$ cat config.mk
export PLATFORM = sky130hd
export DESIGN_NAME = pair_diff_avg
export DESIGN_NICKNAME = d
export VERILOG_FILES = /design/src/rtl/tdc_diff_pkg.sv /design/src/rtl/diff_sat.sv /design/src/rtl/pair_diff_avg.sv
export SDC_FILE = /design/constraint.sdc
export NUM_CORES = 1
export LEC_CHECK = 0
export CAP_MARGIN = 30
export CORE_ASPECT_RATIO = 2
export CORE_MARGIN = 2
export CORE_UTILIZATION = 30
export DETAILED_ROUTE_END_ITERATION = 6
export PLACE_DENSITY = 0.43
export SKIP_CTS_REPAIR_TIMING = 1
export SLEW_MARGIN = 20
export SYNTH_ARGS = -nofsm -noshare
export SYNTH_HDL_FRONTEND = slang
export SYNTH_HIERARCHICAL = 1
export SYNTH_SLANG_ARGS = --single-unit
$ cat constraint.sdc
create_clock -name clk -period 5.5 [get_ports clk]
set_input_delay 0.55 -clock clk [delete_from_list [all_inputs] [get_ports clk]]
set_output_delay 0.55 -clock clk [all_outputs]
set_load 0.005 [all_outputs]
$ cat src/rtl/tdc_diff_pkg.sv
// Shared defaults and the pairing state type for the timestamp pair-difference averager.
package tdc_diff_pkg;

    localparam int          IN_W_DEF   = 37;
    localparam int          OUT_W_DEF  = 20;
    localparam logic [19:0] OFFSET_DEF = 20'h007F0;
    localparam int          HOLD_DEF   = 16;

    typedef enum logic {
        WAIT_A = 1'b0,
        WAIT_B = 1'b1
    } pair_state_e;

endpackage

$ cat src/rtl/diff_sat.sv
// Narrows a signed wide value to OUT_W bits, either by signed clipping or by plain truncation.
module diff_sat #(
    parameter int IN_WIDE = 39,
    parameter int OUT_W   = 20,
    parameter bit SAT_EN  = 1'b1
) (
    input  logic signed [IN_WIDE-1:0] i_val,
    output logic        [OUT_W-1:0]   o_val,
    output logic                      o_sat
);

    logic [IN_WIDE-OUT_W:0] w_upper;
    logic                   w_fits;

    // The value fits when every bit from the output sign bit upward matches.
    assign w_upper = i_val[IN_WIDE-1:OUT_W-1];
    assign w_fits  = (&w_upper) || !(|w_upper);

    // NOTE: every output gets a default first, so no path through the block can infer a latch.
    always_comb begin
        o_val = i_val[OUT_W-1:0];
        o_sat = 1'b0;
        if (SAT_EN && !w_fits) begin
            o_sat = 1'b1;
            o_val = i_val[IN_WIDE-1] ? {1'b1, {(OUT_W-1){1'b0}}}
                                     : {1'b0, {(OUT_W-1){1'b1}}};
        end
    end

endmodule

$ cat src/rtl/pair_diff_avg.sv
// Pairs A/B timestamps, forms offset differences, averages 2^AVG_LOG2 of them
// and presents each clipped result with a stability flag after HOLD quiet cycles.
module pair_diff_avg
    import tdc_diff_pkg::*;
#(
    parameter int               IN_W     = IN_W_DEF,
    parameter int               OUT_W    = OUT_W_DEF,
    parameter logic [OUT_W-1:0] OFFSET   = OUT_W'(OFFSET_DEF),
    parameter int               AVG_LOG2 = 0,
    parameter bit               SAT_EN   = 1'b1,
    parameter int               HOLD     = HOLD_DEF
) (
    input  logic             clk,
    input  logic             rst,
    input  logic             dval,
    input  logic [IN_W-1:0]  mlt,
    input  logic             pair_sync,
    input  logic             mode_neg,
    output logic [OUT_W-1:0] out_data,
    output logic             res_vld,
    output logic             o_dval,
    output logic             sat_flag
);

    localparam int DW = IN_W + 2;
    localparam int AW = DW + AVG_LOG2;
    localparam int CW = (AVG_LOG2 > 0) ? AVG_LOG2 : 1;
    localparam int QW = $clog2(HOLD + 1);
    localparam logic [CW-1:0]        CNT_LAST   = CW'((1 << AVG_LOG2) - 1);
    localparam logic signed [DW-1:0] OFFSET_EXT = DW'(signed'(OFFSET));

    pair_state_e r_state, w_next;
    logic        w_cap_a, w_cap_b;

    logic [IN_W-1:0]        r_a, r_b;
    logic                   r_neg, r_b_vld;
    logic signed [DW-1:0]   r_d;
    logic                   r_d_vld;
    logic signed [AW-1:0]   r_acc;
    logic [CW-1:0]          r_cnt;
    logic [QW-1:0]          r_quiet;

    logic signed [DW-1:0]   w_a_ext, w_b_ext, w_d_next;
    logic signed [AW-1:0]   w_d_ext, w_sum, w_shift;
    logic                   w_last, w_emit;
    logic [OUT_W-1:0]       w_sat_val;
    logic                   w_sat_flag;

    // NOTE: sequential state uses non-blocking assignments so every register samples pre-edge values.
    always_ff @(posedge clk) begin
        if (rst) r_state <= WAIT_A;
        else     r_state <= w_next;
    end

    always_comb begin
        w_next = r_state;
        if (dval) begin
            case (r_state)
                WAIT_A:  w_next = WAIT_B;
                WAIT_B:  if (!pair_sync) w_next = WAIT_A;
                default: w_next = WAIT_A;
            endcase
        end
    end

    always_comb begin
        w_cap_a = 1'b0;
        w_cap_b = 1'b0;
        if (dval) begin
            case (r_state)
                WAIT_A:  w_cap_a = 1'b1;
                WAIT_B:  if (pair_sync) w_cap_a = 1'b1; else w_cap_b = 1'b1;
                default: w_cap_a = 1'b0;
            endcase
        end
    end

    // Capture stage: A stays valid through stage 1 because a new A can land only after B.
    always_ff @(posedge clk) begin
        if (rst) begin
            r_a     <= '0;
            r_b     <= '0;
            r_neg   <= 1'b0;
            r_b_vld <= 1'b0;
        end else begin
            r_b_vld <= w_cap_b;
            if (w_cap_a) r_a <= mlt;
            if (w_cap_b) begin
                r_b   <= mlt;
                r_neg <= mode_neg;
            end
        end
    end

    assign w_a_ext  = $signed({2'b00, r_a});
    assign w_b_ext  = $signed({2'b00, r_b});
    assign w_d_next = (r_neg ? (w_a_ext - w_b_ext) : (w_b_ext - w_a_ext)) + OFFSET_EXT;

    always_ff @(posedge clk) begin
        if (rst) begin
            r_d     <= '0;
            r_d_vld <= 1'b0;
        end else begin
            r_d     <= w_d_next;
            r_d_vld <= r_b_vld;
        end
    end

    assign w_d_ext = AW'(r_d);
    assign w_sum   = r_acc + w_d_ext;
    assign w_shift = w_sum >>> AVG_LOG2;
    assign w_last  = (r_cnt == CNT_LAST);
    assign w_emit  = r_d_vld && w_last;

    diff_sat #(
        .IN_WIDE (AW),
        .OUT_W   (OUT_W),
        .SAT_EN  (SAT_EN)
    ) u_diff_sat (
        .i_val (w_shift),
        .o_val (w_sat_val),
        .o_sat (w_sat_flag)
    );

    always_ff @(posedge clk) begin
        if (rst) begin
            r_acc    <= '0;
            r_cnt    <= '0;
            out_data <= '0;
            sat_flag <= 1'b0;
            res_vld  <= 1'b0;
        end else begin
            res_vld <= 1'b0;
            if (w_emit) begin
                r_acc    <= '0;
                r_cnt    <= '0;
                out_data <= w_sat_val;
                sat_flag <= w_sat_flag;
                res_vld  <= 1'b1;
            end else if (r_d_vld) begin
                r_acc <= w_sum;
                r_cnt <= r_cnt + CW'(1);
            end
        end
    end

    // Quiet counter saturates at HOLD; o_dval rises on the edge it gets there.
    always_ff @(posedge clk) begin
        if (rst) begin
            r_quiet <= QW'(HOLD);
            o_dval  <= 1'b1;
        end else if (w_emit) begin
            r_quiet <= '0;
            o_dval  <= 1'b0;
        end else if (r_quiet != QW'(HOLD)) begin
            r_quiet <= r_quiet + QW'(1);
            o_dval  <= (r_quiet == QW'(HOLD - 1));
        end
    end

endmodule

==> results.py, run 1 <==
metrics = {
    "run_status": {
        "outcome": "finished clean",
    },
    "layout": {
        "areaGrowthSynthToFinish_pct": 12.6,
        "fin_area_mm2": 0.0152,
        "antennaDiodeCount": 0,
        "finalNonFillerCells": 2280,
        "drive_above_1_share_pct": 6.10,
        "finalNetCount": 1868,
    },
    "yosys": {
        "yosysWarnings": 6,
        "ys_ff_latch": 185,
        "ys_seq_area_share_pct": 27.4,
        "avgSynthCellArea_um2": 7.99,
        "async_reset_ff_share_pct": 0,
        "syn_area_mm2": 0.0135,
        "ys.flop_type": "dfxtp_1",
        "syn_nets": 1855,
        "synth-edff-count": 0,
        "synth_cell_types": 98,
        "synthCells": 1694,
    },
    "route": {
        "top_layer": "met4",
        "drt-initial-drc-count": 597,
        "wl_met3_um": 1020,
        "avgRoutedWirePerCell_um": 18.5,
        "route.met2.wl_um": 21900,
        "ant_nets": 0,
        "wl_um": 42200,
        "drc": 0,
        "via_per_inst": 5.27,
        "first_pass_iters": 5,
        "num_vias": 12000,
        "m1WireLength_um": 18200,
    },
    "worst_setup_path": {
        "critPathBufInv": 2,
        "crit_type": "reg2reg",
        "worstPathMaxFanout": 20,
        "crit_family": "compound AO/OA/AOI/OAI gates",
        "crit_chain": "ha_1 -> inv_1 -> fa_1 -> nor2b_1 -> o31a_1 -> o31a_1 -> or3_1 -> a221oi_2 -> o2111a_1 -> nor3_1 -> o31a_1 -> or3_1 -> nand2_1 -> xnor2_1 -> or4_1 -> nor2_2 -> a22o_2 -> inv_1 -> a22o_1",
        "crit_path_max_incr_delay_ns": 0.55,
        "slowest_stage": "or4_1",
        "start_kind": "flop",
        "cp.arrival_ns": 5.33,
        "crit_required_ns": 5.85,
        "path_common_cell": "o31a_1",
        "endpoint_kind": "flop",
    },
    "timing": {
        "timing.max_slew.rel_slack_pct": 37.5,
        "setup_violations": 0,
        "fin_skew_ns": 0.0174,
        "finalCritPeriodShare_pct": 90.6,
        "slew_violations": 0,
        "hold_viol": 0,
        "holdWs_ns": 0.454,
        "tightest_slew_ns": 0.938,
        "fmax_mhz": 201,
        "finalCriticalPeriod_ns": 4.98,
        "tns_ns": 0,
        "rsz0062_at_grt": "no",
        "fin_ws_ns": 0.518,
    },
    "floorplan": {
        "die_x_um": 154,
        "initial_utilization_pct": 30.3,
        "core-area_mm2": 0.0447,
        "ioPinCount": 65,
        "die_y_um": 304,
        "die_area_mm2": 0.0469,
        "rows": 110,
    },
    "global_route": {
        "grt_pass1_wl_um": 67200,
        "grt_pass1_vias": 12100,
        "grt_overflow_total": 0,
        "grt_max_degree": 62,
        "antenna_found_initial": 0,
        "grt_usage_pct": 18.1,
    },
    "clock_network": {
        "clock-sinks": 185,
        "clk_path_buf_depth": 2,
        "cts_tree": "done",
        "clock_latency_ns": 0.47,
        "clkSlewWorstSetupHoldPaths_ns": 0.08,
        "htreeDepth": 4,
        "numCtsBuffers": 17,
        "root_buffer": "clkbuf_16",
    },
    "hold_path": {
        "holdCritPathClass": "reg2reg",
    },
    "place": {
        "dp_slack_ns": 0.565,
        "dpl_cell_area_mm2": 0.0146,
        "post-place-cells": 2248,
        "io_buffers": 64,
        "place_hpwl_um": 32500,
        "place.gp.congestion": 0.872,
    },
    "power_and_ir_drop": {
        "peakVddDrop_mv": 0.160,
        "p_leak_nw": 6.16,
        "powerDensity_mw_per_mm2": 287,
    },
    "flow_run": {
        "max-cap-violations": 0,
    },
}
through the flow:
stage | util [%] | power (mW)
finish | 34.1 | 4.37
global route | 34.1 | 4.64
CTS | 34.1 | 4.44
floorplan | - | 2.62
detailed placement | 32.7 | 3.08
global placement | 32.7 | 3.09
worst reg2reg max path, delay by kind of cell, from the launching register on:
| kind | cells | cell delay [ns] |
|---|---|---|
| compound gates | 7 | 2.21 |
| xor+xnor | 1 | 0.13 |
| fa+ha+maj | 2 | 0.39 |
| buf+inv | 2 | 0.15 |
| flops | 1 | 0.32 |
| simple gates | 7 | 1.67 |
logic make-up (layout without fill, tap and decap cells):
kind of cell / count (synthesis) / after routing / share of synthesized area (%)
compound gates: 533 / 533 / 26.5
xor+xnor: 89 / 89 / 5.81
fa+ha+maj: 119 / 119 / 11.2
buf+inv: 190 / 216 / 5.78
flops: 185 / 185 / 27.4
mux: 49 / 49 / 3.65
simple gates: 529 / 529 / 19.7
final timing paths:
path | start | end | slack, ns | depth (start not counted)
min | r_b_vld | r_d_vld | 0.45 | 1
max | r_acc[0] | sat_flag | 0.52 | 19
max reg2reg | r_acc[0] | sat_flag | 0.52 | 19
min reg2reg | r_b_vld | r_d_vld | 0.45 | 1
sequential cells by signal (all words and copies together) (netlist names), 5 cells and up:
register  count
r_b          37
r_quiet       5
r_acc        39
out_data     20
r_d          39
r_a          37
where the power goes:
group | internal (mW) | switching, mW
clock | 0.661 | 0.672
combinational | 0.558 | 0.987
sequential | 1.44 | 0.0567
cells in the final DEF (no fill, tap or decap), drive strengths merged, types with 14 or more instances in the layout:
master         instances
ha                   116
a211oi                22
nand2                147
nand2b                17
o211ai                19
mux2i                 46
nor2b                 25
o21ai                 90
clkbuf                17
a21o                  54
nand3                 28
xnor2                 59
inv                  113
nand4                 33
clkdlybuf4s50         63
nor2                 163
o21a                  16
and3                  14
buf                   14
xor2                  30
a21oi                170
nor3                  35
a22o                  60
dfxtp                185
Yosys cell counts, drive strengths merged, types with 5 or more instances:
cell type  number  area share (%)
buf            38             1.5
ha            116              11
or4             7            0.44
xor2           30             2.0
nor4            9            0.53
nor3           35             1.6
a22o           60             3.9
nand3b          5            0.28
a2111oi         5            0.37
dfxtp         185              27
o211ai         19             1.1
o2111ai         6            0.43
nand2b         17            0.79
nor2b          25             1.2
nand4          33             1.8
a32oi           8            0.57
or2             6            0.28
a21boi          8            0.44
nor2          163             4.5
o221ai          5            0.32
nor3b           8            0.53
o21bai          9            0.50
clkbuf         44             1.2
a221oi          7            0.59
mux2i          46             3.4
xnor2          59             3.8
a21o           54             3.1
inv           106             2.9
and3           14            0.67
a31oi          11            0.60
and2           12            0.55
a211oi         22             1.3
or3             9            0.42
nand2         147             4.2
a21oi         170             6.3
o21ai          90             3.3
o21a           16            0.89
nand3          28             1.1
routing by layer:
layer	vias to the layer above	global-route usage, %
li1	6111	-
met1	5645	21.3
met2	205	33.5
met3	53	2.15
met4	0	6.26
met5	-	0
final cells by class:
cell class              instances  area (um^2)
clock buffers                  17          425
clock inverters                15          198
fillers                      4727        29500
inverters                     107          402
multi-input cells            1319         9070
flip-flops and latches        185         3710
well taps                     560          701
repair buffers                 77          736
Note: power is estimated with default switching activity, not from simulation.
==> run 2, diff against run 1 <==
--- a/config.mk
+++ b/config.mk
@@ -10,7 +10,6 @@
 export CORE_MARGIN = 2
 export CORE_UTILIZATION = 30
 export DETAILED_ROUTE_END_ITERATION = 6
-export PLACE_DENSITY = 0.43
 export SKIP_CTS_REPAIR_TIMING = 1
 export SLEW_MARGIN = 20
 export SYNTH_ARGS = -nofsm -noshare
==> results.py, run 2 (synthesized netlist as in run 1, its figures left out) <==
metrics = {
    "floorplan": {
        "rows": 110,
        "die_x_um": 154,
        "initial_utilization_pct": 30.3,
        "die_y_um": 304,
        "die_area_mm2": 0.0469,
        "ioPinCount": 65,
        "core-area_mm2": 0.0447,
    },
    "timing": {
        "finalCriticalPeriod_ns": 4.86,
        "setup_violations": 0,
        "finalCritPeriodShare_pct": 88.4,
        "timing.max_slew.rel_slack_pct": 39.2,
        "fin_skew_ns": 0.00990,
        "hold_viol": 0,
        "rsz0062_at_grt": "no",
        "tns_ns": 0,
        "fmax_mhz": 206,
        "slew_violations": 0,
        "tightest_slew_ns": 0.911,
    },
    "power_and_ir_drop": {
        "peakVddDrop_mv": 0.174,
        "p_leak_nw": 6.15,
        "powerDensity_mw_per_mm2": 284,
    },
    "worst_setup_path": {
        "crit_chain": "ha_1 -> inv_1 -> fa_1 -> nor2b_1 -> o31a_1 -> o31a_1 -> or3_1 -> a221oi_2 -> buf_4 -> o2111a_1 -> nor3_1 -> o31a_1 -> or3_1 -> nand2_1 -> xnor2_1 -> or4_1 -> nor2_2 -> a22o_2 -> a21o_2 -> a22o_1",
        "cp.arrival_ns": 5.28,
        "start_kind": "flop",
        "worstPathMaxFanout": 20,
        "crit_path_max_incr_delay_ns": 0.56,
        "endpoint_kind": "flop",
        "crit_type": "reg2reg",
        "crit_family": "compound AO/OA/AOI/OAI gates",
        "slowest_stage": "or4_1",
        "critPathBufInv": 2,
        "ff2ff_setup_slack_ns": 0.64,
        "path_common_cell": "o31a_1",
        "crit_required_ns": 5.91,
    },
    "route": {
        "drc": 0,
        "drt-initial-drc-count": 788,
        "first_pass_iters": 6,
        "num_vias": 12200,
        "avgRoutedWirePerCell_um": 17.0,
        "wl_um": 38600,
        "via_per_inst": 5.34,
        "ant_nets": 0,
    },
    "global_route": {
        "antenna_found_initial": 0,
        "grt_max_degree": 69,
        "grt_pass1_wl_um": 62800,
        "grt_usage_pct": 16.6,
        "grt_pass1_vias": 11700,
        "grt_overflow_total": 0,
    },
    "layout": {
        "finalNetCount": 1866,
        "drive_above_1_share_pct": 6.05,
        "layout_common_cells": "dfxtp_1, a21oi_1, nor2_1, nand2_1, ha_1",
        "antennaDiodeCount": 0,
        "areaGrowthSynthToFinish_pct": 12.6,
        "final_common_cell": "dfxtp_1",
        "fillers": 4713,
        "reg_top3": "r_acc (39), r_d (39)",
        "finalNonFillerCells": 2278,
    },
    "place": {
        "place_hpwl_um": 29800,
        "place.gp.congestion": 0.899,
        "post-place-cells": 2246,
        "io_buffers": 64,
    },
    "clock_network": {
        "clock-sinks": 185,
        "htreeDepth": 4,
        "cts_tree": "done",
        "numCtsBuffers": 17,
        "clkSlewWorstSetupHoldPaths_ns": 0.08,
        "clock_latency_ns": 0.47,
        "root_buffer": "clkbuf_16",
        "clk_path_buf_depth": 2,
    },
    "run_status": {
        "outcome": "finished clean",
    },
    "hold_path": {
        "holdCritPathClass": "reg2reg",
    },
    "flow_run": {
        "max-cap-violations": 0,
    },
}
[run 2: final cells by class]
type,count,area (um^2),share of cell area (%)
Inverter,107,402,2.64
Tap cell,560,701,4.60
Timing Repair Buffer,75,724,4.75
Sequential cell,185,3710,24.3
Clock inverter,14,199,1.31
Clock buffer,18,429,2.82
Multi-Input combinational cell,1319,9080,59.6
[run 2: path summary, 6_finish.rpt]
check / startpoint / endpoint / cells past startpoint
worst max-delay path: r_acc[0] / out_data[0] / 20
worst min-delay path: r_b_vld / r_d_vld / 1
worst max register to register: r_acc[0] / out_data[0] / 20
worst min register to register: r_b_vld / r_d_vld / 1
[run 2: routing by layer]
metal,global-route usage [%],wire [um]
met1,20.6,16800
met2,29.4,19400
met3,2.38,1540
met4,5.39,856
met5,0,0
[run 2: stage by stage]
stage | hold WS [ns] | total power, mW | setup slack [ns] | utilization, % | instance area [um^2]
after floorplan | 0.414 | 2.62 | 1.01 | - | 13500
after global placement | 0.417 | 3.00 | 0.734 | 32.6 | 14600
after detailed placement | 0.425 | 3.01 | 0.668 | 32.7 | 14600
after CTS | 0.442 | 4.34 | 0.638 | 34.1 | 15200
after global routing | 0.466 | 4.57 | 0.339 | 34.1 | 15200
final | 0.439 | 4.32 | 0.639 | 34.1 | 15200
[run 2: power breakdown]
part / internal, mW / leakage, nW / switching (mW)
sequential: 1.44 / 1.51 / 0.0566
clock: 0.698 / 0.301 / 0.630
combinational: 0.554 / 4.34 / 0.947
total: 2.69 / 6.15 / 1.63
==> patch (config.mk and constraints of run 2) <==
`IN_W_DEF`: 37 -> 41.
--- a/src/rtl/tdc_diff_pkg.sv
+++ b/src/rtl/tdc_diff_pkg.sv
@@ -1,7 +1,7 @@
 // Shared defaults and the pairing state type for the timestamp pair-difference averager.
 package tdc_diff_pkg;
 
-    localparam int          IN_W_DEF   = 37;
+    localparam int          IN_W_DEF   = 41;
     localparam int          OUT_W_DEF  = 20;
     localparam logic [19:0] OFFSET_DEF = 20'h007F0;
     localparam int          HOLD_DEF   = 16;
Ports: changed (resized mlt); port bits go from 65 to 69. No check against the original RTL was run, so the function may have changed too.
==> patch against run 2 <==
- final cell count grew 17%
- count of clock-buffer cells in the layout grew 8
- design area grew 14%
- area after synthesis grew 15%
- global-route usage grew 1.0 points
- power grew 11%
- sequential power grew 9%
- setup slack lost 130 ps
- sequential cell count grew 16
- via count grew 19%
- wire length grew 25%
==> patch: results (changes against run 2) <==
GRT_PASS1_VIAS=14700  # +26%
FINAL.SETUP_SKEW_PS=35.5  # +25.6 ps
SYNTHDISTINCTLIBCELLS=114  # +16%
SYNTH_NETS=2160  # +16%
PLACE.DETAILED.INSTANCES=2622  # +17%
GLOBAL_ROUTE.USAGE.TOTAL_PCT=17.7  # +1.0 points
LAYOUT-DRIVE-GT1-SHARE_PCT=6.36  # +0.30 points
P_SWITCHING_mW=1.81  # +11%
WORST-R2R-SETUP-SLACK_PS=510  # -130 ps
COMMONEST_CELLS_IN_THE_SYNTHESIZED_NETLIST='201 x dfxtp_1, 199 x a21oi_1, 185 x nand2_1'
PLACE.DETAILED.HPWL_UM=38000  # +28%
GLOBALPLACE.CONGESTION=0.978  # +8.8%
CTSHTREEMAXLEVEL=1  # -3
COMB_POWER_mW=1.77  # +18%
PIN_COUNT_OF_THE_BIGGEST_NET_ENTERING_GLOBAL_ROUTING=71  # +2.9%
PORTBUFFERS=68  # +6.3%
GRT_PASS1_WL_UM=76700  # +22%
SYNTH.AREA.TOP_CELLS='dfxtp_1 26%, ha_1 10%, a21oi_1 6.4%, nand2_1 4.5%, mux2i_1 4.0%'
YOSYSSEQAREASHARE_PCT=25.8  # -1.6 points
PLACE_AREA_UM2=16800  # +15%
SYNTH_COMPOUND_AREA_SHARE_PCT=26.6  # +0.097 points
MAXIMUM_VDD_DROP_mV=0.210  # +20%
SYNTH_MUX_AREA_SHARE_PCT=4.11  # +0.46 points
CRITICAL_PATH.REG2REG.ENDPOINT='out_data[18]'
OUTCOME='finished clean'
YOSYS.AREA_SHARE.XOR_XNOR_PCT=4.94  # -0.87 points
CLOCKBUFFERDEPTH=3  # +1
WORST_EP_ARRIVAL_TIME_PS=5490  # +210 ps
SEQ_AREA_UM2=4030  # +8.6%
N_FILL_CELL=5377  # +14%
SYNTHADDERAREAFRAC_PCT=10.6  # -0.52 points
## patch: cell types whose count changed after synthesis, sizes merged, moves of 12 or more
cell,change
a21oi,+33
clkbuf,+14
dfxtp,+16
ha,+12
inv,+44
mux2i,+17
nand2,+40
nand3,+16
o21a,+12
o21ai,+13
## patch: routing by layer
layer / vias to the layer above / track usage (%) / part of all wire, %
li1: 7131 / - / -
met1: 6755 / 17.3 / 36
met2: 409 / 34.0 / 54
met3: 170 / 1.57 / 3.5
met4: 0 / 11.9 / 7.1
met5: - / 0 / 0
## patch: area by class of cell
| class | count | share of cell area, % |
|---|---|---|
| Tap cell | 660 | 4.73 |
| Multi-Input combinational cell | 1525 | 60.4 |
| Inverter | 150 | 3.23 |
| Clock inverter | 10 | 0.595 |
| Timing Repair Buffer | 86 | 4.73 |
| Clock buffer | 26 | 3.23 |
| Sequential cell | 201 | 23.1 |
## patch: worst max-delay path by stage
stage,start,depth (start not counted),end,slack (ps)
after detailed placement,r_acc[0],20,out_data[2],510
after global placement,r_acc[0],20,out_data[0],530
after global routing,r_acc[0],20,out_data[2],120
after floorplan,r_acc[0],20,out_data[9],1290
after CTS,r_acc[0],20,out_data[18],420
final,r_acc[0],20,out_data[18],510
## patch: critical path: stages (launching register included)
cell and delay (ps):
dfxtp_1 330, ha_1 160, inv_1 60, fa_1 410
nor2b_1 150, o21a_1 130, o21ai_0 190, a211oi_1 510
o21ai_0 250, a211oi_1 420, nor2_1 150, o41ai_2 460
a221o_1 260, xor2_1 240, nand4_1 120, nor4_1 310
nand2_1 100, o21ai_2 100, buf_12 210, mux2i_1 230
a22o_1 140
